File: src/rtl/tape_arb_pkg.sv
// Shared types and default widths for the tape RAM arbiter.
// The types cover the FSM state and which port issued the last RAM access.
package tape_arb_pkg;

    localparam int ARB_ADDR_WIDTH   = 16;
    localparam int ARB_DATA_WIDTH   = 8;
    localparam int ARB_STARVE_LIMIT = 4;

    typedef enum logic {
        ARB_IDLE  = 1'b0,
        ARB_ISSUE = 1'b1
    } arb_state_t;

    typedef enum logic {
        ARB_PORT_CORE = 1'b0,
        ARB_PORT_HOST = 1'b1
    } arb_port_t;

endpackage

File: src/rtl/tape_arbiter.sv
// Shares the single-port tape RAM between the CPU core and the host/debug port.
// Core has priority, bounded by a streak counter so a waiting host always gets a slot.
module tape_arbiter
    import tape_arb_pkg::*;
#(
    parameter int ADDR_WIDTH   = ARB_ADDR_WIDTH,
    parameter int DATA_WIDTH   = ARB_DATA_WIDTH,
    parameter int STARVE_LIMIT = ARB_STARVE_LIMIT
) (
    input  logic                  clock,
    input  logic                  reset_n,
    input  logic                  core_req,
    input  logic                  core_we,
    input  logic [ADDR_WIDTH-1:0] core_addr,
    input  logic [DATA_WIDTH-1:0] core_wdata,
    output logic                  core_gnt,
    output logic                  core_rvalid,
    output logic [DATA_WIDTH-1:0] core_rdata,
    input  logic                  host_req,
    input  logic                  host_we,
    input  logic [ADDR_WIDTH-1:0] host_addr,
    input  logic [DATA_WIDTH-1:0] host_wdata,
    input  logic                  host_hold,
    output logic                  host_gnt,
    output logic                  host_rvalid,
    output logic [DATA_WIDTH-1:0] host_rdata,
    output logic                  ram_en,
    output logic                  ram_we,
    output logic [ADDR_WIDTH-1:0] ram_addr,
    output logic [DATA_WIDTH-1:0] ram_wdata,
    input  logic [DATA_WIDTH-1:0] ram_rdata,
    output arb_state_t            state_dbg
);

    // Handshake: a requester holds req with addr/we/wdata stable until gnt pulses;
    // gnt marks the cycle the access reaches the RAM, and for reads rvalid pulses
    // exactly one cycle later with rdata valid. There is no back-pressure on rvalid.

    localparam int STREAK_W = (STARVE_LIMIT > 0) ? $clog2(STARVE_LIMIT + 1) : 1;
    localparam logic [STREAK_W-1:0] STREAK_MAX = STREAK_W'(STARVE_LIMIT);

    arb_state_t            state, state_nxt;
    arb_port_t             last_port;
    logic [STREAK_W-1:0]   streak, streak_nxt;
    logic                  core_elig;
    logic                  grant_core, grant_host;

    assign core_rdata = ram_rdata;
    assign host_rdata = ram_rdata;
    assign state_dbg  = state;

    always_comb begin
        state_nxt  = state;
        streak_nxt = streak;
        grant_core = 1'b0;
        grant_host = 1'b0;
        core_elig  = core_req & ~host_hold;
        case (state)
            ARB_IDLE: begin
                if (core_elig && host_req) begin
                    if (streak >= STREAK_MAX) grant_host = 1'b1;
                    else                      grant_core = 1'b1;
                end else if (core_elig) begin
                    grant_core = 1'b1;
                end else if (host_req) begin
                    grant_host = 1'b1;
                end
                // A core win only counts against the host while the host is waiting.
                if (grant_host || !host_req) streak_nxt = '0;
                else if (grant_core)         streak_nxt = streak + STREAK_W'(1);
                if (grant_core || grant_host) state_nxt = ARB_ISSUE;
            end
            ARB_ISSUE: state_nxt = ARB_IDLE;
            default:   state_nxt = ARB_IDLE;
        endcase
    end

    always_ff @(posedge clock or negedge reset_n) begin
        if (!reset_n) begin
            state       <= ARB_IDLE;
            streak      <= '0;
            last_port   <= ARB_PORT_CORE;
            core_gnt    <= 1'b0;
            host_gnt    <= 1'b0;
            core_rvalid <= 1'b0;
            host_rvalid <= 1'b0;
            ram_en      <= 1'b0;
            ram_we      <= 1'b0;
            ram_addr    <= '0;
            ram_wdata   <= '0;
        end else begin
            state       <= state_nxt;
            streak      <= streak_nxt;
            core_gnt    <= grant_core;
            host_gnt    <= grant_host;
            ram_en      <= grant_core | grant_host;
            ram_we      <= (grant_core & core_we) | (grant_host & host_we);
            // The RAM returns read data the cycle after the access strobe.
            core_rvalid <= ram_en & ~ram_we & (last_port == ARB_PORT_CORE);
            host_rvalid <= ram_en & ~ram_we & (last_port == ARB_PORT_HOST);
            if (grant_core) begin
                ram_addr  <= core_addr;
                ram_wdata <= core_wdata;
                last_port <= ARB_PORT_CORE;
            end else if (grant_host) begin
                ram_addr  <= host_addr;
                ram_wdata <= host_wdata;
                last_port <= ARB_PORT_HOST;
            end
        end
    end

endmodule

File: config.mk
export PLATFORM = sky130hd
export DESIGN_NAME = tape_arbiter
export DESIGN_NICKNAME = d
export VERILOG_FILES = /design/src/rtl/tape_arb_pkg.sv /design/src/rtl/tape_arbiter.sv
export SDC_FILE = /design/constraint.sdc
export NUM_CORES = 1
export LEC_CHECK = 0
export ABC_AREA = 1
export BUFFER_PORTS_ARGS = -buffer_cell sky130_fd_sc_hd__buf_2
export CAP_MARGIN = 20
export CORE_MARGIN = 2
export CORE_UTILIZATION = 45
export CTS_CLUSTER_DIAMETER = 100
export DETAILED_ROUTE_END_ITERATION = 12
export GPL_TIMING_DRIVEN = 1
export PLACE_DENSITY_LB_ADDON = 0.1
export SLEW_MARGIN = 20
export SYNTH_ARGS = -nofsm -noshare
export SYNTH_HDL_FRONTEND = slang
export SYNTH_SLANG_ARGS = --single-unit
File: constraint.sdc
create_clock -name clock -period 1.2 [get_ports clock]
set_input_delay 0.24 -clock clock [delete_from_list [all_inputs] [get_ports clock]]
set_output_delay 0.24 -clock clock [all_outputs]
set_load 0.03 [all_outputs]
==> impl_metrics.csv <==
group,metric,value,unit
setup_path,cp.depth,1,
detailed_routing,drt_iter0_drc,166,
layout,max_flop_register,"ram_addr",
power_and_ir_drop,p_int,2.45,mW
placement,io_buffers,85,
timing,finalWorstSetupSlack,0.0585,ns
min_path,holdCritPathClass,"in -> reg",
global_routing,grt.total_usage,0.209,
cts,h-tree-depth,2,
timing,finalCritPeriodShare,0.951,
power_and_ir_drop,power.share.switching,0.359,
power_and_ir_drop,p_clk_frac,0.289,
timing,relSlewSlack,0.760,
setup_path,cp-end-kind,"primary output",
setup_path,endpoint,"state_dbg",
detailed_routing,dr.pass1.iters,4,
setup_path,critPathRequiredTime,0.96,ns
detailed_routing,drt-wirelength-per-cell,12.4,µm
logic_synthesis,syn-cell-area,2020,µm²
cts,clock_path_buffers,2,
detailed_routing,ant_nets,0,
logic_synthesis,syn_nets,332,
outcome,status,"complete, no violations",
detailed_routing,postRouteWirelength,4.90,mm
cts,cts_tree,"built",
logic_synthesis,ys_types,17,
power_and_ir_drop,ir_drop,0.000692,V
floorplanning,io_pins,110,
timing,holdWs,0.155,ns
logic_synthesis,avgSynthCellArea,7.57,µm²
layout,antenna_cells,0,
setup_path,worstPathArrival,0.90,ns
setup_path,worst-path-buf-inv,1,
timing,finalMaxSlewViolations,0,
placement,post-dp-hpwl,3.37,mm
cts,clk_latency,0.29,ns
power_and_ir_drop,p_leak,1.61,nW
setup_path,r2r_end,"ram_wdata[3]$_DFFE_PN0P_",
placement,placedCellCount,384,
setup_path,critical_path_class,"reg -> out",
cts,post_cts_buffers,0,
placement,placed_area,2400,µm²
setup_path,timing.rr.start,"state_dbg$_DFF_PN0_",
global_routing,grt_max_degree,25,
detailed_routing,route.detailed.drc,0,
timing,period_minus_slack,1.14,ns
detailed_routing,wl_met3,372,µm
placement,place_ws,0.00332,ns
timing,hold_viol_final,0,
floorplanning,initial_core_util,0.464,
setup_path,crit_chain,"buf_2",
setup_path,start_kind,"flop",
power_and_ir_drop,p_per_area,1490,nW/µm²
logic_synthesis,yosysSeqAreaShare,0.433,
layout,drive_above_1_share,0.330,
detailed_routing,routed-wl-met2,2.31,mm
setup_path,path_delay_family,"flip-flops",
layout,final_cell_mix,"buf_2 (85), nand2_1 (81), inv_1 (56)",
floorplanning,die_y,71.0,µm
cts,root_buffer,"clkbuf_8",
layout,nNetsFinal,406,
layout,utilization,0.591,
layout,reg_top3,"ram_addr: 16 flops, ram_wdata: 8 flops, streak: 3 flops",
detailed_routing,avgViaCountPerCell,4.72,
logic_synthesis,ys_seq_elements,35,
power_and_ir_drop,p_total,3.83,mW
detailed_routing,num_vias,1858,
flow_run,maxCapViolCount,0,
cts,cts_buffers,5,
power_and_ir_drop,p_seq_frac,0.388,
timing,worstMarginPinSlew,0.360,ns
placement,gp_congestion,0.785,
cts,clock-sinks,35,
timing,setup_tns,0,ns
setup_path,crit_path_max_incr_delay,0.43,ns
layout,largest_reg_flops,16,
layout,area_growth_syn_to_layout,27.4,%
power_and_ir_drop,p_comb_frac,0.323,
layout,layout_commonest_cell,"buf_2",
timing,grt_setup_unrepaired,"no",
setup_path,crit_start,"state_dbg$_DFF_PN0_",
detailed_routing,routed.top_layer,"met4",
setup_path,rrSetupSlack,0.07,ns
setup_path,r2r_cells,6,
floorplanning,fp.dieW,71.0,µm
power_and_ir_drop,p_switching,1.37,mW
detailed_routing,wirelength_met1,2.20,mm
timing,skew,0.00402,ns
logic_synthesis,yosysWarnings,0,
global_routing,grt_pass1_wl,8.27,mm
setup_path,crit_path_max_fanout,2,
global_routing,grt-ovfl-total,0,
timing,max_freq,876,MHz
floorplanning,die_area,5050,µm²
floorplanning,core,4350,µm²
logic_synthesis,synthCells,267,
floorplanning,row_count,24,
layout,fin_area,2570,µm²
layout,stdcell_count,394,
global_routing,grt_antenna_before_repair,0,
setup_path,cp_slowest_cell,"dfrtp_2",
global_routing,grt_pass1_vias,1777,
cts,clkTransAtPathRegs,0.07,ns
timing,setup_viol,0,
-- layer usage --
metal / GRT usage / vias up
met5: 0 / -
met4: 0.0524 / 0
met3: 0.0655 / 2
met2: 0.335 / 78
met1: 0.276 / 829
li1: - / 949
-- power by group through the flow --
stage          Combinational (mW)  Clock (mW)  Sequential, mW
6_report                     1.24        1.11            1.48
5_1_grt                      1.35        1.20            1.51
4_1_cts                      1.24        1.14            1.48
3_5_place_dp                 1.22           0            1.50
3_3_place_gp                 1.20           0            1.51
2_1_floorplan               0.524           0            1.89
-- repair_timing --
| action | CTS | global route |
|---|---|---|
| cloned | 1 | 0 |
| hold buffers | 1 | 0 |
| setup endpoints to repair | 6 | 26 |
| hold endpoints to repair | 13 | 0 |
| pin swaps | 1 | 1 |
| gates resized for setup | 3 | 8 |
-- cell families after synthesis --
family / synth area share
AOI/OAI and AO/OA: 0.00990
adders and majority gates: 0.0124
buffers and inverters: 0.220
DFF: 0.433
and+or+nand+nor: 0.324
-- cell type report --
| cell class | count | area [µm²] |
|---|---|---|
| Clock buffer | 6 | 82.6 |
| Clock inverter | 2 | 35.0 |
| Fill cell | 421 | 1780 |
| Inverter | 59 | 234 |
| Multi-Input combinational cell | 145 | 733 |
| Sequential cell | 35 | 877 |
| Tap cell | 52 | 65.1 |
| Timing Repair Buffer | 95 | 548 |
-- how the worst min path moves through the flow --
stage          startpoint                  to  slack, ns  depth (start not counted)
4_1_cts           host_we    ram_we$_DFF_PN0_       0.15                          3
2_1_floorplan     reset_n  core_gnt$_DFF_PN0_      -0.06                          0
5_1_grt           core_we    ram_we$_DFF_PN0_       0.15                          3
3_5_place_dp      reset_n    ram_we$_DFF_PN0_       0.17                          1
6_report          host_we    ram_we$_DFF_PN0_       0.15                          3
3_3_place_gp      reset_n    ram_we$_DFF_PN0_       0.17                          1
-- worst min-delay path: stages --
cell and delay, ns:
buf_2 0.07, nand2_1 0.05, nand2_1 0.05
-- cell usage after synthesis --
cell      n  area (µm²)
inv_2     2        7.51
nor2_8    1        20.0
inv_4     1        6.26
nand4_1  24         150
nor2_1    1        3.75
nand2_1  83         312
nand3_4   1        17.5
nand2_4   2        22.5
nand3_1  24         120
buf_4    18         135
buf_2     6        30.0
o21ai_0   4        20.0
ha_1      2        25.0
buf_6     5        56.3
nor3_1    2        10.0
dfrtp_1  35         876
inv_1    56         210
Note: power is estimated with default switching activity, not from simulation.
